File: config.mk
export PLATFORM = sky130hd
export DESIGN_NAME = alu_bist
export DESIGN_NICKNAME = d
export VERILOG_FILES = /design/src/rtl/alu_bist_pkg.sv /design/src/rtl/alu_bist_lfsr8.sv /design/src/rtl/alu_bist.sv
export SDC_FILE = /design/constraint.sdc
export NUM_CORES = 1
export LEC_CHECK = 0
export BUFFER_PORTS_ARGS = -buffer_cell sky130_fd_sc_hd__buf_4
export CAP_MARGIN = 10
export CORE_MARGIN = 3
export CORE_UTILIZATION = 46
export DETAILED_ROUTE_END_ITERATION = 16
export PLACE_DENSITY = 0.75
export SYNTH_ARGS = -nofsm -noshare
export SYNTH_HDL_FRONTEND = slang
export SYNTH_SLANG_ARGS = --single-unit
File: constraint.sdc
create_clock -name clk -period 1.4 [get_ports clk]
set_input_delay 0.21 -clock clk [delete_from_list [all_inputs] [get_ports clk]]
set_output_delay 0.21 -clock clk [all_outputs]
set_load 0.05 [all_outputs]
File: src/rtl/alu_bist_pkg.sv
// Shared FSM encodings, polynomials and LFSR/MISR step helpers for the ALU self-test.
// Pure constants and functions; no timing, no backpressure.
package alu_bist_pkg;

  typedef logic [1:0] state_t;

  localparam logic [1:0] ST_IDLE = 2'd0;
  localparam logic [1:0] ST_RUN  = 2'd1;
  localparam logic [1:0] ST_DONE = 2'd2;

  localparam logic [7:0]  LFSR_MASK = 8'hB8;
  localparam logic [15:0] MISR_POLY = 16'hB400;

  // Galois right-shift step used for both operand generators.
  function automatic logic [7:0] lfsr8_next(input logic [7:0] x);
    return (x >> 1) ^ (x[0] ? LFSR_MASK : 8'h00);
  endfunction

  function automatic logic [15:0] misr_next(input logic [15:0] m, input logic [15:0] d);
    return (m >> 1) ^ (m[0] ? MISR_POLY : 16'h0000) ^ d;
  endfunction

endpackage

File: src/rtl/alu_bist_lfsr8.sv
// One 8-bit operand generator: seed load (zero seed forced to 8'h01) and step enable.
// Output is registered, updates one edge after load/step; no backpressure.
module lfsr8
  import alu_bist_pkg::*;
#(
  parameter logic [7:0] SEED = 8'h01
) (
  input  logic       clk,
  input  logic       reset,
  input  logic       load,
  input  logic       step,
  output logic [7:0] q
);

  // An all-zero state would lock the LFSR, so a zero seed is replaced.
  localparam logic [7:0] SEED_EFF = (SEED == 8'h00) ? 8'h01 : SEED;

  always_ff @(posedge clk) begin
    if (reset) begin
      q <= 8'h00;
    end else if (load) begin
      q <= SEED_EFF;
    end else if (step) begin
      q <= lfsr8_next(q);
    end
  end

endmodule

File: src/rtl/alu_bist.sv
// ALU BIST: sweeps all op codes with pseudo-random operands and compacts responses into a MISR.
// One vector per cycle, done NUM_OPS*VECTORS_PER_OP edges after start; start ignored while busy.
module alu_bist
  import alu_bist_pkg::*;
#(
  parameter int          WIDTH          = 8,
  parameter int          CTRL_W         = 4,
  parameter int          NUM_OPS        = 13,
  parameter int          VECTORS_PER_OP = 16,
  parameter logic [7:0]  SEED_A         = 8'hA5,
  parameter logic [7:0]  SEED_B         = 8'h3C,
  parameter logic [15:0] GOLDEN_SIG     = 16'h0000
) (
  input  logic              clk,
  input  logic              reset,
  input  logic              start,
  output logic [WIDTH-1:0]  SrcA,
  output logic [WIDTH-1:0]  SrcB,
  output logic [CTRL_W-1:0] ALUControl,
  input  logic [WIDTH-1:0]  ALUResult,
  input  logic              Zero,
  output logic              busy,
  output logic              done,
  output logic              pass,
  output logic [15:0]       signature
);

  localparam int VC_W = (VECTORS_PER_OP > 1) ? $clog2(VECTORS_PER_OP) : 1;
  localparam logic [VC_W-1:0]   VC_LAST = VC_W'(VECTORS_PER_OP - 1);
  localparam logic [CTRL_W-1:0] OP_LAST = CTRL_W'(NUM_OPS - 1);

  state_t            state;
  logic [VC_W-1:0]   vec_cnt;
  logic [CTRL_W-1:0] op_q;
  logic [15:0]       misr;
  logic [7:0]        a_q;
  logic [7:0]        b_q;

  logic run;
  logic launch;
  logic op_end;
  logic last_vec;
  logic step;

  assign run      = (state == ST_RUN);
  assign launch   = start && ((state == ST_IDLE) || (state == ST_DONE));
  assign op_end   = (vec_cnt == VC_LAST);
  assign last_vec = op_end && (op_q == OP_LAST);
  // Operands freeze on the final vector so the DONE state shows what was last applied.
  assign step     = run && !last_vec;

  lfsr8 #(.SEED(SEED_A)) u_lfsr_a (
    .clk   (clk),
    .reset (reset),
    .load  (launch),
    .step  (step),
    .q     (a_q)
  );

  lfsr8 #(.SEED(SEED_B)) u_lfsr_b (
    .clk   (clk),
    .reset (reset),
    .load  (launch),
    .step  (step),
    .q     (b_q)
  );

  always_ff @(posedge clk) begin
    if (reset) begin
      state   <= ST_IDLE;
      vec_cnt <= '0;
      op_q    <= '0;
      misr    <= '0;
    end else begin
      case (state)
        ST_IDLE, ST_DONE: begin
          if (start) begin
            state   <= ST_RUN;
            vec_cnt <= '0;
            op_q    <= '0;
            misr    <= '0;
          end
        end
        ST_RUN: begin
          misr <= misr_next(misr, 16'({Zero, ALUResult}));
          if (last_vec) begin
            state <= ST_DONE;
          end else if (op_end) begin
            vec_cnt <= '0;
            op_q    <= op_q + CTRL_W'(1);
          end else begin
            vec_cnt <= vec_cnt + VC_W'(1);
          end
        end
        default: state <= ST_IDLE;
      endcase
    end
  end

  assign SrcA       = WIDTH'(a_q);
  assign SrcB       = WIDTH'(b_q);
  assign ALUControl = op_q;
  assign busy       = run;
  assign done       = (state == ST_DONE);
  assign pass       = done && (misr == GOLDEN_SIG);
  assign signature  = misr;

endmodule

; Yosys cells after proc, flatten, opt, wreduce, memory -nomap -nowiden
; Index checks and enable logic that the tools add are counted.
[totals]
reg_bits = 42
inputBits = 12
output_inout_bits = 39
elab_cells = 57
[op_classes]
n_addsub = 2
n_eq_ne = 8
muxes = 19
bitwise = 4
n_reduce_logical = 16
[ops]
columns = op, count
row1 = 2-to-1 mux 16 bit, 2
row2 = 2-to-1 mux 8 bit, 4
row3 = one-hot mux 16 bit (2 select lines), 1
row4 = 2-to-1 mux 4 bit, 5
row5 = zero test 16 bit, 1
row6 = one-hot mux 4 bit (2 select lines), 2
row7 = bitwise XOR 15 x 16 -> 16 bit, 1
row8 = bitwise XOR 16 x 9 -> 16 bit, 1
row9 = bitwise XOR 7 x 8 -> 8 bit, 2
row10 = 2-to-1 mux 6 bit, 2
row11 = adder 4 x 1 -> 4 bit (second input constant), 2
row12 = equality test 4 bit (second input constant), 2
row13 = logical AND 1 bit, 4
row14 = 2-to-1 mux 2 bit, 2
row15 = inequality test 2 x 1 -> 1 bit (second input constant), 2
row16 = inequality test 2 bit (second input constant), 2
row17 = one-hot mux 2 bit (2 select lines), 1
row18 = AND reduction 2 bit, 2
row19 = AND reduction 4 bit, 1
row20 = nonzero test 2 bit, 2
row21 = OR reduction 2 bit, 2
row22 = AND reduction 3 bit, 1
row23 = equality test 2 x 1 -> 1 bit (second input constant), 1
row24 = equality test 2 bit (second input constant), 1
row25 = other kinds (3), 3

; Longest topological paths before layout
; Gate-level depths: netlist (run 1).
[logic_depth]
word_depth = 6
mapped_depth = 7
depth_no_buf = 6

; Modules after synthesis
; A second synthesis (run 1) with hierarchy kept.
[unflattened]
hier_cells = 197
hier_area_um2 = 1914.3
[by_module_without_submodules]
columns = mod, instances, cells_each, area_each_um2, seq_area_each_um2
row1 = alu_bist, 1, 134, 1238.7, 520.5
row2 = lfsr8 (u_lfsr_b), 1, 33, 354.1, 160.2
row3 = lfsr8 (u_lfsr_a), 1, 30, 321.6, 160.2

; Worst setup path after synthesis (run 1)
; OpenSTA, ideal clock, no wires.
[synth_timing]
path_type = reg-to-output
from = register misr[0] (netlist: signature[0])
to = output pass
arrival_ns = 2.162
t_required_ns = 1.190
slack_ns = -0.972
path_stages_with_launch = 5
path_buffers = 1
path_cell_list = dfxtp_1 -> clkbuf_1 -> nor4_1 -> nand3_1 -> nor3_1
[synth_between]
elab_chain_cells = 2
[synth_rtl]
columns = item, line_no
row1 = start: declaration, alu_bist.sv:35  ; logic [15:0] misr;
row2 = start signal: assignment, alu_bist.sv:85  ; misr <= misr_next(misr, 16'({Zero, ALUResult}));
row3 = zero test 16 bit, alu_bist.sv:105  ; assign pass = done && (misr == GOLDEN_SIG);
row4 = logical AND 1 bit, alu_bist.sv:105
row5 = end: declaration, alu_bist.sv:24  ; output logic pass,
; Every way passes these cells.

; Final worst setup path (run 1)
[layout_timing]
from = register misr[4] (netlist: signature[4])
to = output pass
; The elaborated chain is that of the path after synthesis.

==> flow_summary.toml, run 1 <==
[sta]
setup_viol = 26
fin_ws_ns = -0.342
skew_ns = 0.00800
tightest_slew_ns = 0.343
timing.slew.headroom_pct = 77.1
hold_violations = 0
rsz0062_at_grt = "true"
whs_ns = 0.174
max_freq_ghz = 0.574
period_share_pct = 124
drv_slew = 0
finalCriticalPeriod_ns = 1.74

[setup_path]
worstPathCellList = "nor4_4 > nand3_1 > nor3_4 > buf_6"
slowest_stage = "dfxtp_1"
cp.depth = 4
r2r_slack_ns = -0.16
worstPathRequired_ns = 1.19
cpPeakStageDelay_ns = 0.36
crit_type = "flip-flop to output pin"
path_max_fanout = 2
setup.worst_path.end_class = "output pin"
crit_arrival_ns = 1.53
path_buf_inv = 1
crit_family = "simple AND/OR/NAND/NOR gates"
rr_worst_depth = 10
start_kind = "flip-flop"

[logic_synthesis]
yosysMostFrequentCell = "dfxtp_1"
ys_warn_count = 0
synth_edf_count = 0
ys_top_cells_by_count = "42 x dfxtp_1, 32 x nor2_1, 18 x a22oi_1, 16 x xor2_1, 14 x nand2_1"
synth-seq-area-share_pct = 46.4
synth_area_leader_cell = "dfxtp_1"
synth_top_cells_by_area = "dfxtp_1 46%, xor2_1 7.7%, a22oi_1 7.5%, nor2_1 6.6%, o22ai_1 3.1%"
synth_area_um2 = 1810
synthCells = 204
synth-seq-cells = 42
syn_avg_cell_area_um2 = 8.88
synth.distinct_cells = 40
synth_top_area_share_pct = 46.4
synthesis.nets = 219
synth_top_flop_cell = "dfxtp_1"
async_flop_share_pct = 0

[grt]
grtUsageMet2_pct = 37.1
grt_pass1_vias = 1690
grt_pass1_wl_mm = 8.41
grt_start_max_net_pins = 29
grt_use_met3_pct = 5.02
use_met1_pct = 32.9
top_usage_layer = "met2"
grt_util_all_layers_pct = 23.7
grt_overflow = 0
antenna_found_initial = 0

[die]
core_um2 = 3720
die_h_um = 68.8
dieArea_um2 = 4730
initial_utilization_pct = 48.8
io_pins = 51
die_w_um = 68.8
num_rows = 22

[clock_network]
clk_latency_ns = 0.30
cts_tree = "done"
clock_sinks = 42
clock-root-buffer = "clkbuf_8"
clk_pin_slew_ns = 0.08
cts_buffers = 5
clk_path_buf_depth = 2
h-tree-depth = 2

[hold_path]
hold_class = "input pin to flip-flop"
hold_path_depth = 2

[layout]
areaGrowthSynthToFinish_pct = 83.0
drive_above_1_share_pct = 63.1
regArea_um2 = 872
num-nets-final = 326
fill_cells = 166
diodes = 0
multiInputGateArea_um2 = 1270
instances_no_fill = 360

[drt]
drt-total-wl_mm = 7.28
drt_iter0_markers = 214
remaining_drc_errors = 0
wl_per_cell_um = 20.2
viasPerCell = 5.83
antenna_left = 0
drt-pass1-iter-count = 4
via_count = 2099

[power_and_ir_drop]
seqPwrFrac_pct = 41.5
vdd_ir_drop_max_mv = 0.996
power_frac_clock_pct = 29.3
internal_power_mw = 2.15
p_leak_nw = 1.46
p_per_area_nw_per_um2 = 959
p_comb_share_pct = 29.2
switching_share_pct = 32.4
netSwitchingPower_mw = 1.03

[place]
dpl.hpwl_mm = 3.37
io_buffers = 50
gp_congestion = 0.879
dp_slack_ns = -0.139
post-place-cells = 329

[status]
status = "complete, but fails checks"
violations = "setup timing"

[run]
maxCapViolCount = 0
==> area by class of cell <==
cell class / count / share of cell area [%]
Clock buffer: 8 / 3.32
Inverter: 5 / 0.792
Multi-Input combinational cell: 145 / 38.3
Sequential cell: 42 / 26.3
Tap cell: 48 / 1.81
Timing Repair Buffer: 112 / 29.5
==> timing repair <==
item,in CTS,in global routing
buffers inserted,2,20
setup endpoints to repair,21,40
resized for setup,31,63
pin swaps,12,29
hold buffers,0,0
cloned,2,0
==> worst reg2reg max path, stage by stage, from the launching register on <==
cell and delay, ns:
dfxtp_4 0.35, inv_2 0.07, ha_4 0.15, nand3_4 0.10, buf_6 0.15, o21ai_4 0.22
buf_12 0.15, buf_6 0.10, buf_6 0.08, o22ai_2 0.04, nor2_1 0.08
==> logic make-up (layout without fill, tap and decap cells) <==
logic type      count (synthesis)  after routing  share of synthesized area [%]
fa+ha+maj                       3              3                           2.07
buf+inv                        18            125                           4.42
compound gates                 51             52                           19.0
flops                          42             42                           46.4
simple gates                   71             71                           18.9
xor+xnor                       19             19                           9.19
==> sequential cells by signal, summed over array words and instances (netlist names) <==
register and flops:
u_lfsr_b.q 8, ALUControl 4, state 2, vec_cnt 4, signature 16, u_lfsr_a.q 8
==> metal layers <==
metal	vias up	wire, um
met3	22	477
met5	-	0
li1	942	-
met2	97	3680
met4	0	191
met1	1038	2930
==> metrics by stage <==
stage	TNS (ns)	power, mW	cell area [um^2]	utilization, %
after floorplan	-0.858	1.77	1950	-
after global placement	-0.848	2.01	2640	71.1
after detailed placement	-1.08	2.02	2640	71.1
after CTS	-0.285	2.96	2910	78.4
after global routing	-3.91	3.27	3320	89.2
final	-2.68	3.18	3320	89.2
==> layout by cell type (no fill, tap or decap), types with 7 or more instances in the layout <==
master | Yosys | final
buf_4 | 1 | 89
nor2_1 | 32 | 30
dfxtp_1 | 42 | 27
xor2_1 | 16 | 16
buf_6 | 0 | 16
dfxtp_2 | 0 | 10
a22oi_1 | 18 | 9
a22oi_2 | 0 | 9
clkbuf_8 | 0 | 8
o22ai_2 | 0 | 7
==> power groups by stage <==
stage / registers [mW] / clock network (mW) / logic [mW]
final: 1.32 / 0.932 / 0.928
after global routing: 1.33 / 0.968 / 0.970
after floorplan: 1.50 / 0 / 0.278
after detailed placement: 1.33 / 0 / 0.688
after global placement: 1.33 / 0 / 0.683
after CTS: 1.31 / 0.905 / 0.747
==> final timing paths <==
path                      start            end
setup / recovery   signature[4]           pass
hold / removal            reset  u_lfsr_a.q[2]
setup reg to reg  ALUControl[0]  u_lfsr_b.q[5]
hold reg to reg   u_lfsr_b.q[6]  u_lfsr_b.q[6]
Power figures use the tool's default switching activity.
==> run 2, diff against run 1 <==
--- a/config.mk
+++ b/config.mk
@@ -11,5 +11,5 @@
 export CORE_UTILIZATION = 46
 export DETAILED_ROUTE_END_ITERATION = 16
-export PLACE_DENSITY = 0.75
+export PLACE_DENSITY = 0.87
 export SYNTH_ARGS = -nofsm -noshare
 export SYNTH_HDL_FRONTEND = slang
==> constraint.sdc (replaced) <==
create_clock -name clk -period 1.4 [get_ports clk]
set_input_delay 0.14 -clock clk [delete_from_list [all_inputs] [get_ports clk]]
set_output_delay 0.14 -clock clk [all_outputs]
set_load 0.05 [all_outputs]
==> run 2 against run 1 <==
Largest power group unchanged. Maximum frequency rose by 1.3%. Via count rose by 1.4%. Final area barely moved. Power rose by 0.78%. Clock power rose by 1%. Combinational power barely moved. Critical path depth did not move. Setup slack improved by 0.023 ns. The flow still finishes with violations (setup timing). Non-clock buffer count fell by 14. Clock-buffer cell count fell by 2. First-iteration DRC count fell by 8.4%.
==> flow_summary.toml, run 2 (synthesis results as in run 1) <==
[clock_network]
h-tree-depth = 2
cts_tree = "done"
clk_latency_ns = 0.31
clk_path_buf_depth = 2
clock-root-buffer = "clkbuf_8"
cts_buffers = 5
clk_pin_slew_ns = 0.09
clock_sinks = 42

[layout]
largest_reg_flops = 16
regArea_um2 = 873
layout_commonest_cell = "buf_4"
multiInputGateArea_um2 = 1330
mostFrequentLayoutCells = "67 x buf_4, 29 x nor2_1, 26 x dfxtp_1"
num-nets-final = 312
fill_cells = 149
areaGrowthSynthToFinish_pct = 82.9
drive_above_1_share_pct = 62.1
diodes = 0

[grt]
grt_pass1_wl_mm = 9.53
antenna_found_initial = 0
grt_overflow = 0
grt_start_max_net_pins = 29
grt_pass1_vias = 1824
grt_util_all_layers_pct = 28.1

[die]
die_w_um = 68.8
dieArea_um2 = 4730
core_um2 = 3720
io_pins = 51
die_h_um = 68.8
num_rows = 22
initial_utilization_pct = 48.8

[place]
dp_slack_ns = -0.152
io_buffers = 50
gp_congestion = 0.869
dpl.hpwl_mm = 3.40

[setup_path]
crit_type = "flip-flop to output pin"
start_kind = "flip-flop"
path_max_fanout = 4
crit_arrival_ns = 1.58
rr_worst_depth = 9
setup.worst_path.end_class = "output pin"
worstPathRequired_ns = 1.26

[sta]
drv_slew = 0
period_share_pct = 123
fin_ws_ns = -0.320
timing.slew.headroom_pct = 74.0
finalCriticalPeriod_ns = 1.72
max_freq_ghz = 0.581
skew_ns = 0.00991
rsz0062_at_grt = "true"
hold_violations = 0
tightest_slew_ns = 0.390
setup_viol = 40

[drt]
drt_iter0_markers = 196
remaining_drc_errors = 0
wl_per_cell_um = 23.9
drt-pass1-iter-count = 5
viasPerCell = 6.15
drt-total-wl_mm = 8.28
via_count = 2128
antenna_left = 0

[status]
violations = "setup timing"
status = "complete, but fails checks"

[power_and_ir_drop]
vdd_ir_drop_max_mv = 0.859
p_per_area_nw_per_um2 = 967
p_total_mw = 3.20
p_leak_nw = 1.47

[hold_path]
hold_path_depth = 2
hold_class = "input pin to flip-flop"

[run]
maxCapViolCount = 0
## run 2: cell types whose count changed in the layout (fill, tap and decap cells not counted), moves of 3 or more
cell / before / now
buf_6: 16 / 24
nand3_1: 5 / 2
clkbuf_16: 0 / 3
clkbuf_8: 8 / 5
a22oi_2: 9 / 3
nand2_4: 2 / 7
nand2_1: 6 / 3
buf_4: 89 / 67
a22oi_1: 9 / 15
## run 2: worst paths after layout
kind	end	slack, ns	from
max reg2reg	state[1]	-0.24	ALUControl[1]
min reg2reg	u_lfsr_b.q[6]	0.50	u_lfsr_b.q[6]
max	pass	-0.32	signature[7]
min	u_lfsr_a.q[2]	0.11	reset
## run 2: per-stage QoR
| step | std cells | cell area (um^2) | hold WS (ns) | util, % | TNS, ns |
|---|---|---|---|---|---|
| after CTS | 333 | 2950 | 0.0865 | 79.3 | -0.718 |
| after detailed placement | 317 | 2550 | 0.383 | 68.7 | -1.75 |
| after global routing | 346 | 3310 | 0.113 | 89.2 | -5.39 |
| after global placement | 317 | 2550 | 0.376 | 68.7 | -0.725 |
| after floorplan | 204 | 1950 | 0.335 | - | -0.788 |
| final | 346 | 3310 | 0.112 | 89.2 | -4.75 |
## run 2: power breakdown
part / total (mW) / switching [mW] / internal, mW
Sequential: 1.34 / 0.0874 / 1.25
Clock: 0.942 / 0.481 / 0.461
Combinational: 0.928 / 0.541 / 0.387
## run 2: layout make-up
type / instances / area share, %
clock buffers: 6 / 2.83
multi-input cells: 145 / 40.1
repair buffers: 98 / 27.7
well taps: 48 / 1.81
flip-flops and latches: 42 / 26.4
clock inverters: 2 / 0.415
inverters: 5 / 0.793
## run 2: metal layers
metal  part of all wire [%]  track usage (%)  routed length (um)
met1                     38             32.1                3140
met2                     50             47.1                4100
met3                    6.6             7.94                 550
met4                    5.9             15.1                 489
met5                      0                0                   0
## run 2: timing repair
item,CTS,global route
endpoints found under the setup margin,28,34
pin swaps,24,28
cloned,1,2
hold buffers,0,0
buffers inserted,8,12
gates resized for setup,48,56
## run 2: worst max-delay path, cell delays in order (launching register included)
cell and delay [ns]:
dfxtp_2 0.37, nor4_4 0.32, nand3_2 0.16, nor3_4 0.23
buf_6 0.19
